**config.mk**
```make
export PLATFORM = sky130hd
export DESIGN_NAME = baud_rate_ctrl
export DESIGN_NICKNAME = d
export VERILOG_FILES = /design/src/rtl/baud_rate_ctrl.sv
export SDC_FILE = /design/constraint.sdc
export NUM_CORES = 1
export LEC_CHECK = 0
export CORE_UTILIZATION = 40
export CTS_BUF_LIST = sky130_fd_sc_hd__clkbuf_8
export DETAILED_ROUTE_END_ITERATION = 10
export PLACE_DENSITY = 0.67
export SLEW_MARGIN = 20
export SYNTH_ARGS = -nofsm -noshare
export SYNTH_HDL_FRONTEND = slang
export SYNTH_SLANG_ARGS = --single-unit
```
**constraint.sdc**
```tcl
create_clock -name clk_in -period 2.3 [get_ports clk_in]
set_clock_uncertainty 0.15 [all_clocks]
set_input_delay 0.46 -clock clk_in [delete_from_list [all_inputs] [get_ports clk_in]]
set_output_delay 0.46 -clock clk_in [all_outputs]
set_load 0.02 [all_outputs]
```
**src/rtl/baud_rate_ctrl.sv**
```systemverilog
// Rate-change controller for the serial link clock divider.
// Accepts a new divide rate over valid/ready, validates it, waits for the
// datapath to go idle, resyncs the divider and reports lock on its first rise.
module baud_rate_ctrl #(
  parameter logic [13:0] DEFAULT_RATE  = 14'd5208,
  parameter logic [13:0] MIN_RATE      = 14'd4,
  parameter int unsigned RESYNC_CYCLES = 2,
  parameter int unsigned LOCK_TIMEOUT  = 8
) (
  input  logic        clk_in,
  input  logic        reset,
  input  logic        req_valid,
  input  logic [13:0] req_rate,
  output logic        req_ready,
  input  logic        link_busy,
  output logic [13:0] div_rate,
  output logic        div_reset_n,
  input  logic        div_clk_out,
  output logic        locked,
  output logic        done,
  output logic        err
);

  typedef enum logic [2:0] {
    IDLE,
    CHECK,
    WAIT_IDLE,
    APPLY,
    LOCK
  } state_t;

  localparam logic [7:0] RESYNC_LAST = 8'(RESYNC_CYCLES - 1);
  localparam logic [7:0] LOCK_LAST   = 8'(LOCK_TIMEOUT - 1);

  state_t      state, state_next;
  logic [13:0] pending;
  logic [7:0]  cnt;
  logic        clk_prev;
  // High from reset until the boot-time lock attempt finishes; it forces the
  // first APPLY and suppresses the done pulse for that sequence.
  logic        boot;

  logic accept, start_apply, release_div, lock_ok, lock_fail, chk_err, chk_done;

  // State register
  always_ff @(posedge clk_in or negedge reset) begin
    if (!reset) state <= IDLE;
    else        state <= state_next;
  end

  // Next-state logic and one-cycle control strobes
  always_comb begin
    state_next  = state;
    req_ready   = 1'b0;
    accept      = 1'b0;
    start_apply = 1'b0;
    release_div = 1'b0;
    lock_ok     = 1'b0;
    lock_fail   = 1'b0;
    chk_err     = 1'b0;
    chk_done    = 1'b0;
    case (state)
      IDLE: begin
        if (boot) begin
          start_apply = 1'b1;
          state_next  = APPLY;
        end else begin
          req_ready = 1'b1;
          if (req_valid) begin
            accept     = 1'b1;
            state_next = CHECK;
          end
        end
      end
      CHECK: begin
        if (pending[0] || (pending < MIN_RATE)) begin
          chk_err    = 1'b1;
          state_next = IDLE;
        end else if ((pending == div_rate) && locked) begin
          chk_done   = 1'b1;
          state_next = IDLE;
        end else begin
          state_next = WAIT_IDLE;
        end
      end
      WAIT_IDLE: begin
        if (!link_busy) begin
          start_apply = 1'b1;
          state_next  = APPLY;
        end
      end
      APPLY: begin
        if (cnt == RESYNC_LAST) begin
          release_div = 1'b1;
          state_next  = LOCK;
        end
      end
      LOCK: begin
        if (div_clk_out && !clk_prev) begin
          lock_ok    = 1'b1;
          state_next = IDLE;
        end else if (cnt == LOCK_LAST) begin
          lock_fail  = 1'b1;
          state_next = IDLE;
        end
      end
      default: state_next = IDLE;
    endcase
  end

  // Rate registers, divider control, lock status and result pulses
  always_ff @(posedge clk_in or negedge reset) begin
    if (!reset) begin
      pending     <= DEFAULT_RATE;
      div_rate    <= DEFAULT_RATE;
      div_reset_n <= 1'b0;
      locked      <= 1'b0;
      done        <= 1'b0;
      err         <= 1'b0;
      boot        <= 1'b1;
      cnt         <= '0;
      clk_prev    <= 1'b0;
    end else begin
      clk_prev <= div_clk_out;
      done     <= chk_done | (lock_ok & ~boot);
      err      <= chk_err | lock_fail;
      if (accept) pending <= req_rate;
      // cnt is shared: resync length in APPLY, then cycles since release in LOCK
      if (start_apply) begin
        div_rate    <= pending;
        locked      <= 1'b0;
        div_reset_n <= 1'b0;
        cnt         <= '0;
      end else if (release_div) begin
        div_reset_n <= 1'b1;
        cnt         <= '0;
      end else if ((state == APPLY) || (state == LOCK)) begin
        cnt <= cnt + 8'd1;
      end
      if (lock_ok) locked <= 1'b1;
      if (lock_ok || lock_fail) boot <= 1'b0;
    end
  end

endmodule

```
Word level (Yosys, flattened, before mapping)
Index checks and enable logic that the tools add are counted.
W data, S select, Z words.
{"block": "totals", "word_cells": 74, "register_bits": 45, "latchBits": 0, "rom_bits": 0, "inputBits": 19, "out_inout_bits": 19, "n_memories": 0, "ramBits": 0}
{"block": "op_classes", "n_reduce_logical": 11, "shift": 0, "n_addsub": 1, "mux": 36, "mul": 0, "div": 0, "n_eq_ne": 11, "n_lt_le_gt_ge": 1, "bitwise_logic": 4}
{"operator": "$mux W8", "n": 3}
{"operator": "$mux W1", "n": 23}
{"operator": "$mux W3", "n": 6}
{"operator": "$pmux W3 S5", "n": 1}
{"operator": "$eq A14 B14 Y1", "n": 1}
{"operator": "$lt A14 B3 Y1 const B", "n": 1}
{"operator": "$add A8 B1 Y8 const B", "n": 1}
{"operator": "$eq A8 B1 Y1 const B", "n": 1}
{"operator": "$eq A8 B3 Y1 const B", "n": 1}
{"operator": "$eq A3 B2 Y1 const B", "n": 2}
{"operator": "$ne A3 B3 Y1 const B", "n": 2}
{"operator": "$mux W2", "n": 2}
{"operator": "$ne A2 B2 Y1 const B", "n": 2}
{"operator": "$reduce_and A4 Y1", "n": 1}
{"operator": "$reduce_bool A2 Y1", "n": 2}
{"operator": "$eq A3 B1 Y1 const B", "n": 1}
{"operator": "$eq A3 B3 Y1 const B", "n": 1}
{"operator": "$logic_not A3 Y1", "n": 1}
{"operator": "$logic_or A1 B1 Y1", "n": 3}
{"operator": "$reduce_bool A3 Y1", "n": 1}
{"operator": "$logic_and A1 B1 Y1", "n": 2}
{"operator": "$or A1 B1 Y1", "n": 2}
{"operator": "$pmux W1 S2", "n": 1}
{"operator": "$and A1 B1 Y1", "n": 1}
{"operator": "other kinds (2)", "n": 2}

Logic depth before layout (Yosys ltp)
Gate-level depths: netlist of run 1.
{"block": "depth", "depth_word": 6, "ltp_mapped": 6, "depth_no_buf": 6}

Worst setup path after synthesis of run 1
Ideal clock, no wire load.
{"block": "synth_timing", "kind": "reg2reg", "from": "register state[2]", "to": "register pending[0]", "stages_incl_launch_ff": 6, "n_path_buf": 2, "t_required_ns": 2.025, "synth_period_minus_slack_ns": 1.863, "arrival_ns": 1.588, "slack_ns": 0.437, "setup_ns": 0.125, "cell_sequence": "dfrtp_1 -> buf_4 -> nor4_4 -> nand2_1 -> buf_4 -> mux2_2"}
{"block": "synth_between", "elab_chain_len": 2}
{"item": "start: declaration", "line_no": "35", "source": "state_t state, state_next;"}
{"item": "start signal: assignment", "line_no": "48", "source": "else state <= state_next;"}
{"item": "$logic_not A3 Y1", "line_no": "62", "source": "case (state)"}
{"item": "$mux W1", "line_no": "62"}
{"item": "end signal: assignment", "line_no": "127", "source": "if (accept) pending <= req_rate;"}
{"item": "end: declaration", "line_no": "36", "source": "logic [13:0] pending;"}
Every way passes these cells.
A chain may end at the register's enable or synchronous reset.

Worst setup path after layout of run 1
{"block": "layout_timing", "from": "register state[2]", "to": "output port req_ready"}
{"block": "layout_between", "elab_chain_len": 2}
{"item": "$logic_not A3 Y1", "line_no": "62"}
{"item": "$mux W1", "line_no": "62"}
{"item": "end: declaration", "line_no": "14", "source": "output logic req_ready,"}
Every way passes these cells.

==> metrics, run 1 <==
outcome finished, final reports clean; Tcrit/Tclk final 91.2%; CP max stage cell dfrtp_1; Max stage delay on crit path 510 ps; CP cell instances nor4_4, dlygate4sd2_1; Syn Inst Count 177; Setup crit end kind output port; Leakage 1.10 nW; Post-Synthesis Cell Area 0.00216 mm2; Die Width 75.5 um; row count 26; synth warn 0; Hold Vio Cnt, Final 0; main combinational cell family by area after synthesis multiplexers; Slew headroom 62.7%; Die ar. 0.00570 mm2; Max Cap Viol 0; layout cells sized above 1 between 20 and 30%; antenna violations before repair 0; CP startpoint kind flip-flop; clk sinks 45; Core Area 0.00514 mm2; Worst-Margin Slew 557 ps; n_diodes 0; Longest Clk Path Bufs 2; FF+latch count, synth 45; placed cell areas ~0.0026 mm2; multiplexer share of the synthesized area around 15%; Hold Slack approximately 360 ps; asr flop ratio synth 100%; Pwr Total 3.75 mW; Area Growth Syn to Fin 26.4%; drc violations 0; drt wl/cell 14.4 um; RD Place Congestion 0.797; max-slew violations 0; sequential fraction of the synthesis area 52.8%; vias per cell 5.08; number of synthesized flops with an enable pin 0; total wire length between 4000 and 5000 um; Antenna Nets Post-Route 0; Hold Crit Class reg -> reg; GRT overflow 0; ys flop type dfrtp_1; Crit path arrival time 1490 ps; VDD IR-drop max 0.000677 V; TritonRoute pass-1 iters 4; most common cell after layout, fill and taps aside clkdlybuf4s50_1; IO buf count 37; distinct cell type count after synthesis 41; Post-Synth Adder-Cell Area under 10%; H-tree Lvls 2; post-layout min period 2100 ps; CP Class reg -> out; IO Pins 38; Final nets 244; Pwr per Cell Area 1370 mW/mm2; TritonCTS clock tree yes; post-synthesis net count 198; cts bufs inserted 5; die height 75.5 um; CTS Root Cell clkbuf_8; Post-CTS Setup Bufs 0; final instance area between 0.002 and 0.003 mm2; simple-gate share of the synthesized area 14.2%; Initial DRC Count 121; # setup viols final 0; FMAX approximately 480 MHz; Mean Syn Cell Area 12.2 um2; Sum Neg Setup Slack 0 ps; RSZ-0062 raised after global routing no; first-pass GRT wire length a little over 7000 um; critical path peak fanout 9; total track usage 17.4%; vias in the first global route 1,517; FF/Latch Area roughly 0.0011 mm2; via count 1,494; HPWL after DPL ~3100 um; area of the multi-input gates 971 um2; Synth Area in Compound Gates 7.24%; maximum number of pins on one net before global-route repair 24; Clock transition at path regs 80 ps; Filler cells 484; xor and xnor fraction of the mapped netlist area between 7 and 8%; most frequent cells in the layout 35 x clkdlybuf4s50_1, 34 x dfrtp_1, 28 x mux2_2; worst path required time 1690 ps; initial core utilization 42.0%; Worst-Skew Late Latency around 300 ps
==> per-stage QoR <==
stage          worst slack, ps  util [%]  instances
2_1_floorplan              437         -        177
3_3_place_gp               136      51.0        285
3_5_place_dp               120      51.0        285
4_1_cts                    189      53.1        294
5_1_grt                    114      53.1        294
6_report                   203      53.1        294
==> logic make-up (layout without fill, tap and decap cells) <==
kind of cell / after synthesis / after routing
AO/OA/AOI/OAI: 21 / 21
adder cells (fa/ha/maj): 2 / 2
multiplexers: 29 / 29
buffers and inverters: 8 / 55
XOR/XNOR: 18 / 18
AND/OR/NAND/NOR: 54 / 54
flip-flops: 45 / 45
==> worst paths after layout <==
kind	startpoint	to	slack (ps)	depth (start not counted)
max	state[2]$_DFFE_PN0P_	req_ready	200	2
min	div_reset_n$_DFFE_PN0P_	div_reset_n$_DFFE_PN0P_	360	1
max reg2reg	state[1]$_DFFE_PN0P_	div_rate[9]$_DFFE_PN0P_	310	4
min reg2reg	div_reset_n$_DFFE_PN0P_	div_reset_n$_DFFE_PN0P_	360	1
max in group asynchronous	reset	div_rate[6]$_DFFE_PN1P_	850	3
min in group asynchronous	reset	cnt[2]$_DFFE_PN0P_	510	2
==> Yosys cell counts, drive strengths merged (3+ instances only) <==
master	number	area (um2)
dfrtp	34	851
mux2	28	315
nor2	14	52.6
xnor2	14	123
dfstp	11	289
nand2	10	37.5
nor4	8	71.3
o21ai	7	46.3
buf	5	37.5
nand3	4	25.0
nand4	4	25.0
xor2	4	35.0
inv	3	11.3
nor2b	3	18.8
nor3	3	20.0
==> flip-flops by register name, indices dropped and copies added, names as in the netlist <==
| register | cells |
|---|---|
| div_rate | 14 |
| err | 1 |
| div_reset_n | 1 |
| done | 1 |
| pending | 14 |
| cnt | 8 |
| boot | 1 |
| locked | 1 |
| state | 3 |
| clk_prev | 1 |
==> power breakdown <==
group          internal, mW  leakage [nW]  switching, mW
combinational         0.923         0.507          0.754
sequential             1.19         0.538          0.353
clock                 0.272        0.0542          0.267
total                  2.38          1.10           1.37
==> area by class of cell <==
class	instances	area share [%]
clock inverter	1	0.183
multi-input combinational	124	35.6
tap	70	3.21
inverter	3	0.412
sequential	45	41.8
clock buffer	7	3.53
timing repair buffer	44	15.4
==> worst max-delay path, delay by kind of cell, from the launching register on <==
| family | cells | cell delay (ps) |
|---|---|---|
| simple gates | 1 | 320 |
| flops | 1 | 510 |
| buf+inv | 1 | 360 |
==> what timing repair did <==
action | CTS | global route
setup endpoints to repair | 1 | 0
gates resized for setup | 1 | 0
endpoints found under the hold margin | 16 | 0
hold buffers | 1 | 0
==> metal layers <==
layer  share of wire, %  routed length [um]  global-route usage (%)  vias to the layer above
met5                  0                   0                       0                        -
met4               0.31                  13                    4.32                        0
met3                4.7                 200                    5.56                        2
met2                 49                2060                    27.0                       40
met1                 46                1960                    23.9                      731
li1                   -                   -                       -                      721
Note: power is estimated with default switching activity, not from simulation.
==> run 2, diff against run 1 <==
==> constraint.sdc (replaced) <==
create_clock -name clk_in -period 2.25 [get_ports clk_in]
set_clock_uncertainty 0.15 [all_clocks]
set_input_delay 0.45 -clock clk_in [delete_from_list [all_inputs] [get_ports clk_in]]
set_output_delay 0.45 -clock clk_in [all_outputs]
set_load 0.02 [all_outputs]
==> metrics, run 2 (synthesis gave the netlist of run 1 again) <==
critical path peak fanout 3; most frequent cells in the layout 35 x clkdlybuf4s50_1, 34 x dfrtp_1, 28 x mux2_2; antenna violations before repair 0; # setup viols final 0; IO buf count 37; total track usage 16.2%; Leakage 1.13 nW; Die Width 75.5 um; RSZ-0062 raised after global routing no; Worst Reg2Reg Path Length in Cells 5; drt wl/cell 14.3 um; GRT overflow 0; via count 1,510; FF-to-FF Start cnt[4]$_DFFE_PN0P_; WP depth 1; FMAX around 490 MHz; worst min-delay path startpoint div_reset_n$_DFFE_PN0P_; Die ar. about 0.0057 mm2; Area Growth Syn to Fin 28.0%; Worst-Margin Slew 543 ps; CP cell instances clkdlybuf4s50_1; Largest regs div_rate x14, pending x14, cnt x8; first-pass GRT wire length 6900 um; RD Place Congestion 0.843; TritonRoute pass-1 iters 5; worst path required time 1650 ps; drc violations 0; Longest Clk Path Bufs 2; reg2reg end cnt[4]$_DFFE_PN0P_; cts bufs inserted 5; final instance area 0.00276 mm2; initial core utilization 42.0%; Final Util 53.8%; Pwr per Cell Area 1420 mW/mm2; Non-Filler Instances 296; HPWL after DPL 3150 um; Worst Hold Depth 1; row count 26; placed cell areas 0.00264 mm2; Reg2Reg Setup Slack 310 ps; post-layout min period just over 2000 ps; CP max stage cell clkdlybuf4s50_1; outcome finished, final reports clean; max-slew violations 0; layout cells sized above 1 27.9%; Initial DRC Count 87; Worst Setup Slack, final between 150 and 200 ps; Sum Neg Setup Slack 0 ps; most common cell after layout, fill and taps aside clkdlybuf4s50_1; Hold Path End div_reset_n$_DFFE_PN0P_; delay-heaviest family, CP buffers and inverters; H-tree Lvls 2; IO Pins 38; Setup crit end kind output port; Hold Vio Cnt, Final 0; Core Area 0.00514 mm2; Placed Cells 287; Worst-Skew Late Latency 290 ps; Worst Path Buf+Inv 1; Antenna Nets Post-Route 0; vias in the first global route 1,456; Tcrit/Tclk final roughly nine tenths; TritonCTS clock tree yes; Filler cells 494; n_diodes 0; CP startpoint kind flip-flop; total wire length 4220 um; die height 75.5 um; CP startpoint div_rate[6]$_DFFE_PN1P_; Clock transition at path regs 80 ps; Max Cap Viol 0; Hold Crit Class reg -> reg; pre-CTS setup slack 186 ps; VDD IR-drop max 0.000674 V; Crit path arrival time around 1500 ps; CTS Root Cell clkbuf_8; Post-CTS Setup Bufs 0; Final nets 246; Max stage delay on crit path 610 ps; CP Class reg -> out; clk sinks 45; maximum number of pins on one net before global-route repair 22; vias per cell 5.10; Slew headroom 63.5%
==> run 2: cell count changes in the layout (fill, tap and decap cells not counted), sizes merged <==
cell	before	now
buf	7	9
bufinv	0	1
clkbuf	7	6
clkinv	1	0
dlygate4sd2	1	0
dlymetal6s2s	0	1
inv	3	4
==> run 2: layout make-up <==
cell class / instances / area, um2 / share of cell area (%)
flip-flops and latches: 45 / 1140 / 41.2
multi-input cells: 124 / 971 / 35.1
repair buffers: 46 / 438 / 15.8
well taps: 70 / 87.6 / 3.17
clock buffers: 6 / 82.6 / 2.99
clock inverters: 2 / 33.8 / 1.22
inverters: 3 / 11.3 / 0.407
==> run 2: metal layers <==
layer / global-route usage (%) / vias up / part of all wire [%]
met2: 25.5 / 36 / 49
met5: 0 / - / 0
met1: 22.8 / 741 / 46
met4: 4.32 / 0 / 0.95
li1: - / 727 / -
met3: 3.31 / 6 / 4.0
==> run 2: timing repair <==
item	CTS	global route
hold endpoints to repair	16	0
gates resized for setup	0	1
endpoints found under the setup margin	0	1
hold buffers	1	0
==> run 2: report_power, final <==
group	total, mW	leakage, nW	internal (mW)	switching, mW
Clock	0.620	0.0626	0.358	0.262
Combinational	1.75	0.527	0.962	0.784
Sequential	1.56	0.538	1.21	0.345
==> run 2: worst register-to-register path, stage by stage (launching register included) <==
cell and delay (ps):
dfrtp_1 460, nor4_2 360, nand3_2 230, o21ai_4 280, nor4_1 80, a211o_1 270
==> run 2: through the flow <==
stage	power, mW	hold slack, ps
after global placement	3.29	290
after global routing	4.18	363
final	3.92	344
after detailed placement	3.33	293
after floorplan	2.71	4.41
after CTS	3.97	353
==> run 2: how the worst max path moves through the flow <==
stage / end
after floorplan: pending[0]$_DFFE_PN0P_
after global placement: cnt[4]$_DFFE_PN0P_
after detailed placement: cnt[4]$_DFFE_PN0P_
after CTS: req_ready
after global routing: div_rate[3]
final: div_rate[6]
==> run 3, diff against run 2 <==
--- a/config.mk
+++ b/config.mk
@@ -9,6 +9,7 @@
 export CTS_BUF_LIST = sky130_fd_sc_hd__clkbuf_8
 export DETAILED_ROUTE_END_ITERATION = 10
 export PLACE_DENSITY = 0.67
+export SKIP_CTS_REPAIR_TIMING = 1
 export SLEW_MARGIN = 20
 export SYNTH_ARGS = -nofsm -noshare
 export SYNTH_HDL_FRONTEND = slang
==> results of run 3 <==
Final layout, timing and power as in run 2 (identical DEF).
